File: src/rtl/quadrature_tracker.sv
// quadrature_tracker
//   Streams interferometer I/Q pairs in and signed position counts out.
//   Each channel goes through its own hysteresis comparator. The resulting
//   2-bit Gray code is decoded into a position count at 1x, 2x or 4x
//   resolution (COUNT_MODE). The count either wraps or clamps (SATURATE).
//
//   Pipeline (one output beat per input beat, three register levels):
//     p1  comparator bits a_q/b_q
//     p2  decode, position counter, previous code
//     p3  output register driving M_AXIS
//   Every stage advances on en = ~M_AXIS_tvalid | M_AXIS_tready.
//
//   Ports
//     aclk, areset            clock, synchronous active-high reset
//     FC_{a,b}_{lower,upper}_threshold  signed hysteresis thresholds
//     FC_position_clear       one-cycle pulse, zeroes the position
//     S_AXIS_*                {B, A} sample beat in (A = low half)
//     M_AXIS_*                signed position beat out
//     error_count/error_sticky  illegal-transition statistics
//                               (only with QUADRATURE_TRACKER_ERROR_COUNT_EN)
//
//   Optional feature macro: QUADRATURE_TRACKER_ERROR_COUNT_EN
module quadrature_tracker #(
    parameter int AXIS_TDATA_WIDTH = 32,
    parameter int POSITION_WIDTH   = 32,
    parameter int COUNT_MODE       = 4,
    parameter int SATURATE         = 0
) (
    input  logic                                 aclk,
    input  logic                                 areset,
    input  logic signed [AXIS_TDATA_WIDTH/2-1:0] FC_a_lower_threshold,
    input  logic signed [AXIS_TDATA_WIDTH/2-1:0] FC_a_upper_threshold,
    input  logic signed [AXIS_TDATA_WIDTH/2-1:0] FC_b_lower_threshold,
    input  logic signed [AXIS_TDATA_WIDTH/2-1:0] FC_b_upper_threshold,
    input  logic                                 FC_position_clear,
    input  logic                                 S_AXIS_tvalid,
    input  logic [AXIS_TDATA_WIDTH-1:0]          S_AXIS_tdata,
    output logic                                 S_AXIS_tready,
    input  logic                                 M_AXIS_tready,
    output logic                                 M_AXIS_tvalid,
    output logic [POSITION_WIDTH-1:0]            M_AXIS_tdata
`ifdef QUADRATURE_TRACKER_ERROR_COUNT_EN
    ,
    output logic [15:0]                          error_count,
    output logic                                 error_sticky
`endif
);

    localparam int CH_W = AXIS_TDATA_WIDTH / 2;
    localparam logic signed [POSITION_WIDTH-1:0] POS_MAX = {1'b0, {(POSITION_WIDTH-1){1'b1}}};
    localparam logic signed [POSITION_WIDTH-1:0] POS_MIN = {1'b1, {(POSITION_WIDTH-1){1'b0}}};
    localparam logic signed [POSITION_WIDTH-1:0] POS_ONE = {{(POSITION_WIDTH-1){1'b0}}, 1'b1};

    // Hysteresis: set above hi, clear below lo, otherwise hold.
    // With inverted thresholds both can be true; set is evaluated last so it wins.
    function automatic logic hyst(input logic q,
                                  input logic signed [CH_W-1:0] x,
                                  input logic signed [CH_W-1:0] lo,
                                  input logic signed [CH_W-1:0] hi);
        logic r;
        r = q;
        if (x < lo) r = 1'b0;
        if (x > hi) r = 1'b1;
        return r;
    endfunction

    // Forward direction is 00 -> 10 -> 11 -> 01 -> 00 on {A, B}.
    function automatic logic is_fwd(input logic [1:0] old_c, input logic [1:0] new_c);
        logic r;
        case (old_c)
            2'b00:   r = (new_c == 2'b10);
            2'b10:   r = (new_c == 2'b11);
            2'b11:   r = (new_c == 2'b01);
            default: r = (new_c == 2'b00);
        endcase
        return r;
    endfunction

    // One step up or down, wrapping or clamping at the signed limits.
    function automatic logic signed [POSITION_WIDTH-1:0] step_pos(
        input logic signed [POSITION_WIDTH-1:0] pos,
        input logic up,
        input logic dn);
        logic signed [POSITION_WIDTH-1:0] r;
        r = pos;
        if (up) begin
            if (SATURATE == 0 || pos != POS_MAX) r = pos + POS_ONE;
        end else if (dn) begin
            if (SATURATE == 0 || pos != POS_MIN) r = pos - POS_ONE;
        end
        return r;
    endfunction

    logic                             en;
    logic signed [CH_W-1:0]           sample_a;
    logic signed [CH_W-1:0]           sample_b;
    logic                             a_q_p1, b_q_p1, vld_p1;
    logic [1:0]                       prev_code_p2;
    logic signed [POSITION_WIDTH-1:0] position_p2;
    logic                             vld_p2;
    logic signed [POSITION_WIDTH-1:0] tdata_p3;
    logic                             vld_p3;
    logic [1:0]                       code_p1;
    logic                             fwd, rev, a_moved, cnt_up, cnt_dn;
    logic signed [POSITION_WIDTH-1:0] position_next;

    assign en            = ~vld_p3 | M_AXIS_tready;
    assign S_AXIS_tready = en;
    assign sample_a      = S_AXIS_tdata[CH_W-1:0];
    assign sample_b      = S_AXIS_tdata[AXIS_TDATA_WIDTH-1:CH_W];

    // ---- stage p1: comparators ----
    always_ff @(posedge aclk) begin
        if (areset) begin
            vld_p1 <= 1'b0;
            a_q_p1 <= 1'b0;
            b_q_p1 <= 1'b0;
        end else if (en) begin
            vld_p1 <= S_AXIS_tvalid;
            if (S_AXIS_tvalid) begin
                a_q_p1 <= hyst(a_q_p1, sample_a, FC_a_lower_threshold, FC_a_upper_threshold);
                b_q_p1 <= hyst(b_q_p1, sample_b, FC_b_lower_threshold, FC_b_upper_threshold);
            end
        end
    end

    // ---- stage p2: decode and count ----
    always_comb begin
        code_p1 = {a_q_p1, b_q_p1};
        fwd     = is_fwd(prev_code_p2, code_p1);
        rev     = is_fwd(code_p1, prev_code_p2);
        a_moved = prev_code_p2[1] ^ code_p1[1];
        cnt_up  = 1'b0;
        cnt_dn  = 1'b0;
        case (COUNT_MODE)
            1: begin
                cnt_up = fwd && (prev_code_p2 == 2'b00);
                cnt_dn = rev && (code_p1 == 2'b00);
            end
            2: begin
                cnt_up = fwd && a_moved;
                cnt_dn = rev && a_moved;
            end
            default: begin
                cnt_up = fwd;
                cnt_dn = rev;
            end
        endcase
        position_next = step_pos(position_p2, cnt_up, cnt_dn);
    end

    always_ff @(posedge aclk) begin
        if (areset) begin
            vld_p2       <= 1'b0;
            prev_code_p2 <= 2'b00;
            position_p2  <= '0;
        end else begin
            if (en) begin
                vld_p2 <= vld_p1;
                if (vld_p1) begin
                    prev_code_p2 <= code_p1;
                    position_p2  <= position_next;
                end
            end
            // Clear overrides the count but keeps prev_code, so the next
            // step is still decoded correctly.
            if (FC_position_clear) position_p2 <= '0;
        end
    end

    // ---- stage p3: output register ----
    always_ff @(posedge aclk) begin
        if (areset) begin
            vld_p3   <= 1'b0;
            tdata_p3 <= '0;
        end else if (en) begin
            vld_p3 <= vld_p2;
            if (vld_p2)                 tdata_p3 <= position_p2;
            else if (FC_position_clear) tdata_p3 <= '0;
        end else if (FC_position_clear) begin
            // A beat stalled in the output register is cleared as well.
            tdata_p3 <= '0;
        end
    end

    assign M_AXIS_tvalid = vld_p3;
    assign M_AXIS_tdata  = tdata_p3;

`ifdef QUADRATURE_TRACKER_ERROR_COUNT_EN
    logic        illegal;
    logic [15:0] err_cnt_q;
    logic        err_sticky_q;

    assign illegal = ((prev_code_p2 ^ code_p1) == 2'b11);

    always_ff @(posedge aclk) begin
        if (areset || FC_position_clear) begin
            err_cnt_q    <= '0;
            err_sticky_q <= 1'b0;
        end else if (en && vld_p1 && illegal) begin
            if (err_cnt_q != 16'hFFFF) err_cnt_q <= err_cnt_q + 16'd1;
            err_sticky_q <= 1'b1;
        end
    end

    assign error_count  = err_cnt_q;
    assign error_sticky = err_sticky_q;
`endif

endmodule

File: config.mk
export PLATFORM = sky130hd
export DESIGN_NAME = quadrature_tracker
export DESIGN_NICKNAME = d
export VERILOG_FILES = /design/src/rtl/quadrature_tracker.sv
export SDC_FILE = /design/constraint.sdc
export NUM_CORES = 1
export LEC_CHECK = 0
export CORE_ASPECT_RATIO = 0.75
export CORE_UTILIZATION = 25
export CTS_CLUSTER_DIAMETER = 50
export DETAILED_ROUTE_END_ITERATION = 10
export SKIP_CTS_REPAIR_TIMING = 1
export SLEW_MARGIN = 20
export SYNTH_ARGS = -nofsm -noshare
export SYNTH_HDL_FRONTEND = slang
export SYNTH_SLANG_ARGS = --single-unit
export TNS_END_PERCENT = 30
File: constraint.sdc
create_clock -name aclk -period 7.03 [get_ports aclk]
set_input_delay 0.703 -clock aclk [delete_from_list [all_inputs] [get_ports aclk]]
set_output_delay 0.703 -clock aclk [all_outputs]
set_load 0.05 [all_outputs]
# Yosys cells after proc, flatten, opt, wreduce, memory -nomap -nowiden
# Index checks and enable logic that the tools add are counted.
# totals
ff_bits,71
latchBits,0
ramBits,0
mem_bits_ro,0
wordCells,43
n_memories,0
# op_classes
add_sub_neg,2
n_mul,0
div,0
magnitude_cmp,4
eq_ne,6
shifts,0
muxes,11
bitwise_logic,2
reduce_logical,10
# ops
op,n
32-bit two-way mux,5
32-bit by 2-bit adder with 32-bit output (second input constant),1
16-bit > comparator,2
16-bit less-than comparator,2
32-bit by 2-bit subtractor with 32-bit output (second input constant),1
3-bit AND reduction,3
2-bit == test (second input constant),4
1-bit case mux with 3 select lines,2
2-bit nonzero test,3
2-bit by 1-bit == test with 1-bit output (second input constant),2
2-bit logical NOT,2
1-bit two-way mux,4
2-bit AND reduction,1
2-bit OR reduction,1
1-bit inverter,1
1-bit OR,1

# Longest topological paths before layout
# logic_depth
word_depth,4
depth_mapped,12
mapped_depth_nobuf,11

# Worst setup path before layout
# OpenSTA, ideal clock, no wires.
# synth_path
path_kind,register to register
start,reg a_q_p1
end,reg position_p2[20]
arrival_time_ps,3466
t_required_ps,6960
setup_slack_ps,3494
path_stages_with_launch,13
path_buffers,1
period_less_slack_ps,3536
cell_sequence,dfxtp_1 xnor2_1 nor2_1 clkbuf_1 xnor2_1 ha_1 or3_1 nor4bb_1 o21ai_2 a31oi_1 mux2_2 or3_1 a21oi_1
# synth_between
elab_chain_len,4
elab_cells_between_ends,9
classes_between,eq/ne: 3; mux: 3; reduce/logical: 3
# synth_rtl
element,line,source
"start, declared",97,"logic a_q_p1, b_q_p1, vld_p1;"
"start signal, assigned",121,"a_q_p1 <= hyst(a_q_p1, sample_a, FC_a_lower_threshold, FC_a_upper_threshold);"
"2-bit by 1-bit == test with 1-bit output, or another cell as far along",73,2'b11: r = (new_c == 2'b01);
1-bit case mux with 3 select lines,70,case (old_c)
2-bit nonzero test (no source line),n/a,
3-bit AND reduction (no source line),n/a,
"end signal, assigned",162,position_p2 <= position_next;
"end, declared",99,logic signed [POSITION_WIDTH-1:0] position_p2;
# Several ways; a longest one is shown, not always the timed one.
# A chain may end at the register's enable or synchronous reset.

# Final worst setup path
# layout_path
start,reg b_q_p1
end,reg position_p2[20]
# layout_between
elab_chain_len,4
elab_cells_between_ends,9
classes_between,eq/ne: 3; mux: 3; reduce/logical: 3
# layout_rtl
element,line,source
"start, declared",97,
"start signal, assigned",122,"b_q_p1 <= hyst(b_q_p1, sample_b, FC_b_lower_threshold, FC_b_upper_threshold);"
"2-bit by 1-bit == test with 1-bit output, or another cell as far along",73,
1-bit case mux with 3 select lines,70,
2-bit nonzero test (no source line),n/a,
3-bit AND reduction (no source line),n/a,
# Several ways; a longest one is shown, not always the timed one.

==> reports/summary.txt <==
Status - finished clean
Worst Setup End Kind - flop
Worst slew pin tran - 1043 ps
Die width - 174.9 µm
CP Launch Type - flop
N_diodes - 0
Internal power - 874.2 µW
Avg WL per Cell - 14.31 µm
Sink Count - 71
Cells on worst reg2reg path - 12
Endpoints failing hold - 0
I/O pins - 135
Worst flop-to-flop path startpoint - b_q_p1$_SDFFE_PP0P_
Fraction of layout instances using a drive strength above 1 - 4.322%
Post-Synthesis Cells - 745
Leakage - 3.013 nW
Cts bufs inserted - 9
Minimum clock period - 3709 ps
Clock power share - 35.3%
First-pass GRT wire length - 27,320 µm
Maximum clock frequency - 0.2697 GHz
Switch Pwr - 413.0 µW
CP endpoint - position_p2[20]$_SDFFE_PP0P_
Area growth syn-to-layout - 33.16%
Yosys top cell area share - 25.35%
RSZ-0062 raised after global routing - no
Tcrit/Tclk final - 52.75%
Pwr dens - 172.4 nW/µm²
CTS Root Cell - clkbuf_16
Global-route met2 utilization - 20.99%
WS Path Type - reg2reg
Mapped Area - 5607 µm²
Post-DP Area - 7174 µm²
CTS tree - done
Clk_lat worst skew - 340 ps
Area leader, netlist - dfxtp_1
# DRC - 0
Met1 GRT Util - 21.21%
Maximum fanout along the worst path - 28
YS warnings - 0
Launch point of the worst path - b_q_p1$_SDFFE_PP0P_
Register area share after synthesis - 25.35%
Combinational Power Share - 30.8%
Ys flop type - dfxtp_1
Critical Path RT - 7290 ps
# rows - 47
Overflow after GRT - 0
Setup TNS - 0 ps
Max_cap viols - 0
Initial DRC Count - 450
PortBufs - 134
Syn nets - 909
Initial antenna violation count - 0
Via density - 4.876
Synth top area cells - dfxtp_1 (25%), ha_1 (14%), a21oi_1 (6.1%)
Initial Util - 25.42%
Core area - 22,050 µm²
Number of H-tree levels - 3
Placer Congestion - 0.8784
CTS clock-pin slew for the worst setup and hold paths - 60 ps
Syn avg cell area - 7.526 µm²
Vias in the first global route - 5,355
Deepest clock path buffer count - 2
Most frequent cells in the layout - clkdlybuf4s50_1 (134), dfxtp_1 (71), nand2_1 (69)
Worst min-delay path class - reg2reg
Cell variety after synth - 62
Design area - 7466 µm²
Number of synthesized register bits - 71
Post-synth EDFFs - 0
WP data arrival - 3970 ps
Reg-to-reg endpoint - position_p2[20]$_SDFFE_PP0P_
Most common cell after layout, fill and taps aside - clkdlybuf4s50_1
Sw Share - 32.09%
Hold WS - 483.0 ps
Initial DRT Pass Iterations - 5
Final setup viols - 0
Clock skew - 8.505 ps
Most Crowded Layer GR - met1
Post-DP HPWL - 12,720 µm
Filler instances - 2,354
Die area - 23,040 µm²
Die Ht - 131.7 µm
Final slew viol count - 0
Largest net degree at the start of global routing - 43
Reg2reg setup slack - 3320 ps
Vias post-DR - 5,607
Sequential power share - 34.0%
Maximum vdd drop - 0.0001231 V
Total GRT Usage - 14.64%
WL final - 16,460 µm
Final nets - 1,015
Max-slew headroom - 30.35%
GRT met3 Usage - 3.733%
Post-route ant nets - 0
Synth async-reset ratio - 0%
cells by family (layout without fill, tap and decap cells):
family	count (synthesis)	after routing	share of synthesized area, %
buf+inv	112	223	7.721
compound gates	155	155	17.07
flops	71	71	25.35
simple gates	309	309	29.88
xor+xnor	29	29	4.798
fa+ha+maj	63	63	14.06
mux	6	6	1.116
sequential cells by signal, indices dropped and copies added (netlist names):
register,cells
vld_p2,1
M_AXIS_tvalid,1
position_p2,32
b_q_p1,1
vld_p1,1
prev_code_p2,2
a_q_p1,1
M_AXIS_tdata,32
cells in the mapped netlist, types with 5 or more instances:
cell       n
dfxtp_1   71
nand2_1   70
a21oi_1   68
inv_1     68
ha_1      63
nor2_1    53
clkbuf_1  33
nand3b_1  32
o21ai_0   32
nand4_1   25
nand3_1   21
nor3_1    20
or3_1     18
xnor2_1   17
and3_1    14
a21o_1    12
nor4_1    12
xor2_1    10
or4_1      9
nand2b_1   8
and4_1     7
and2_1     5
buf_1      5
critical path, stage by stage (launching register included):
cell and delay [ps]:
dfxtp_1 440, xor2_1 430, nor2_1 80, buf_4 250
xnor2_1 160, ha_1 280, or3_1 360, nor4bb_1 360
o21ai_2 160, a31oi_1 300, mux2_2 370, or3_1 300
a21oi_1 140
metrics by stage:
step           utilization (%)  worst slack [ps]  total power [mW]  instances
4_1_cts                  33.85              3351             1.293       1150
2_1_floorplan                -              3494            0.7009        745
6_report                 33.86              3322             1.287       1150
5_1_grt                  33.86              3006             1.363       1150
3_5_place_dp             32.53              3396            0.8353       1134
3_3_place_gp             32.52              3465            0.8354       1134
how the worst min path moves through the flow:
stage                                startpoint                           to  slack (ps)  cells after the start
floorplan                   vld_p2$_SDFFE_PP0N_          vld_p2$_SDFFE_PP0N_         460                      2
global placement     M_AXIS_tdata[0]$_SDFF_PP0_   M_AXIS_tdata[0]$_SDFF_PP0_         470                      2
detailed placement  M_AXIS_tdata[14]$_SDFF_PP0_  M_AXIS_tdata[14]$_SDFF_PP0_         470                      2
CTS                 M_AXIS_tdata[14]$_SDFF_PP0_  M_AXIS_tdata[14]$_SDFF_PP0_         480                      2
global route         M_AXIS_tdata[9]$_SDFF_PP0_   M_AXIS_tdata[9]$_SDFF_PP0_         500                      2
finish               M_AXIS_tdata[6]$_SDFF_PP0_   M_AXIS_tdata[6]$_SDFF_PP0_         480                      2
metal layers:
metal / wire length [µm] / part of all wire (%)
met5: 0 / 0
met4: 248 / 1.5
met3: 1261 / 7.7
met2: 6661 / 40
met1: 8290 / 50
power groups by stage:
| stage | Sequential, mW | Clock [mW] | Combinational, mW |
|---|---|---|---|
| after floorplan | 0.435 | 0 | 0.266 |
| after global placement | 0.446 | 0 | 0.390 |
| after detailed placement | 0.446 | 0 | 0.390 |
| after CTS | 0.437 | 0.464 | 0.393 |
| after global routing | 0.440 | 0.485 | 0.438 |
| final | 0.438 | 0.454 | 0.396 |
cell type report:
cell class                 instances  area [µm²]  area share [%]
tap                              294       367.9           4.927
timing repair buffer             138        1371           18.37
sequential                        71        1421           19.04
inverter                          69       259.0           3.469
clock inverter                     6       61.31          0.8212
clock buffer                      10       229.0           3.067
multi-input combinational        562        3756           50.31
Power figures use the tool's default switching activity.
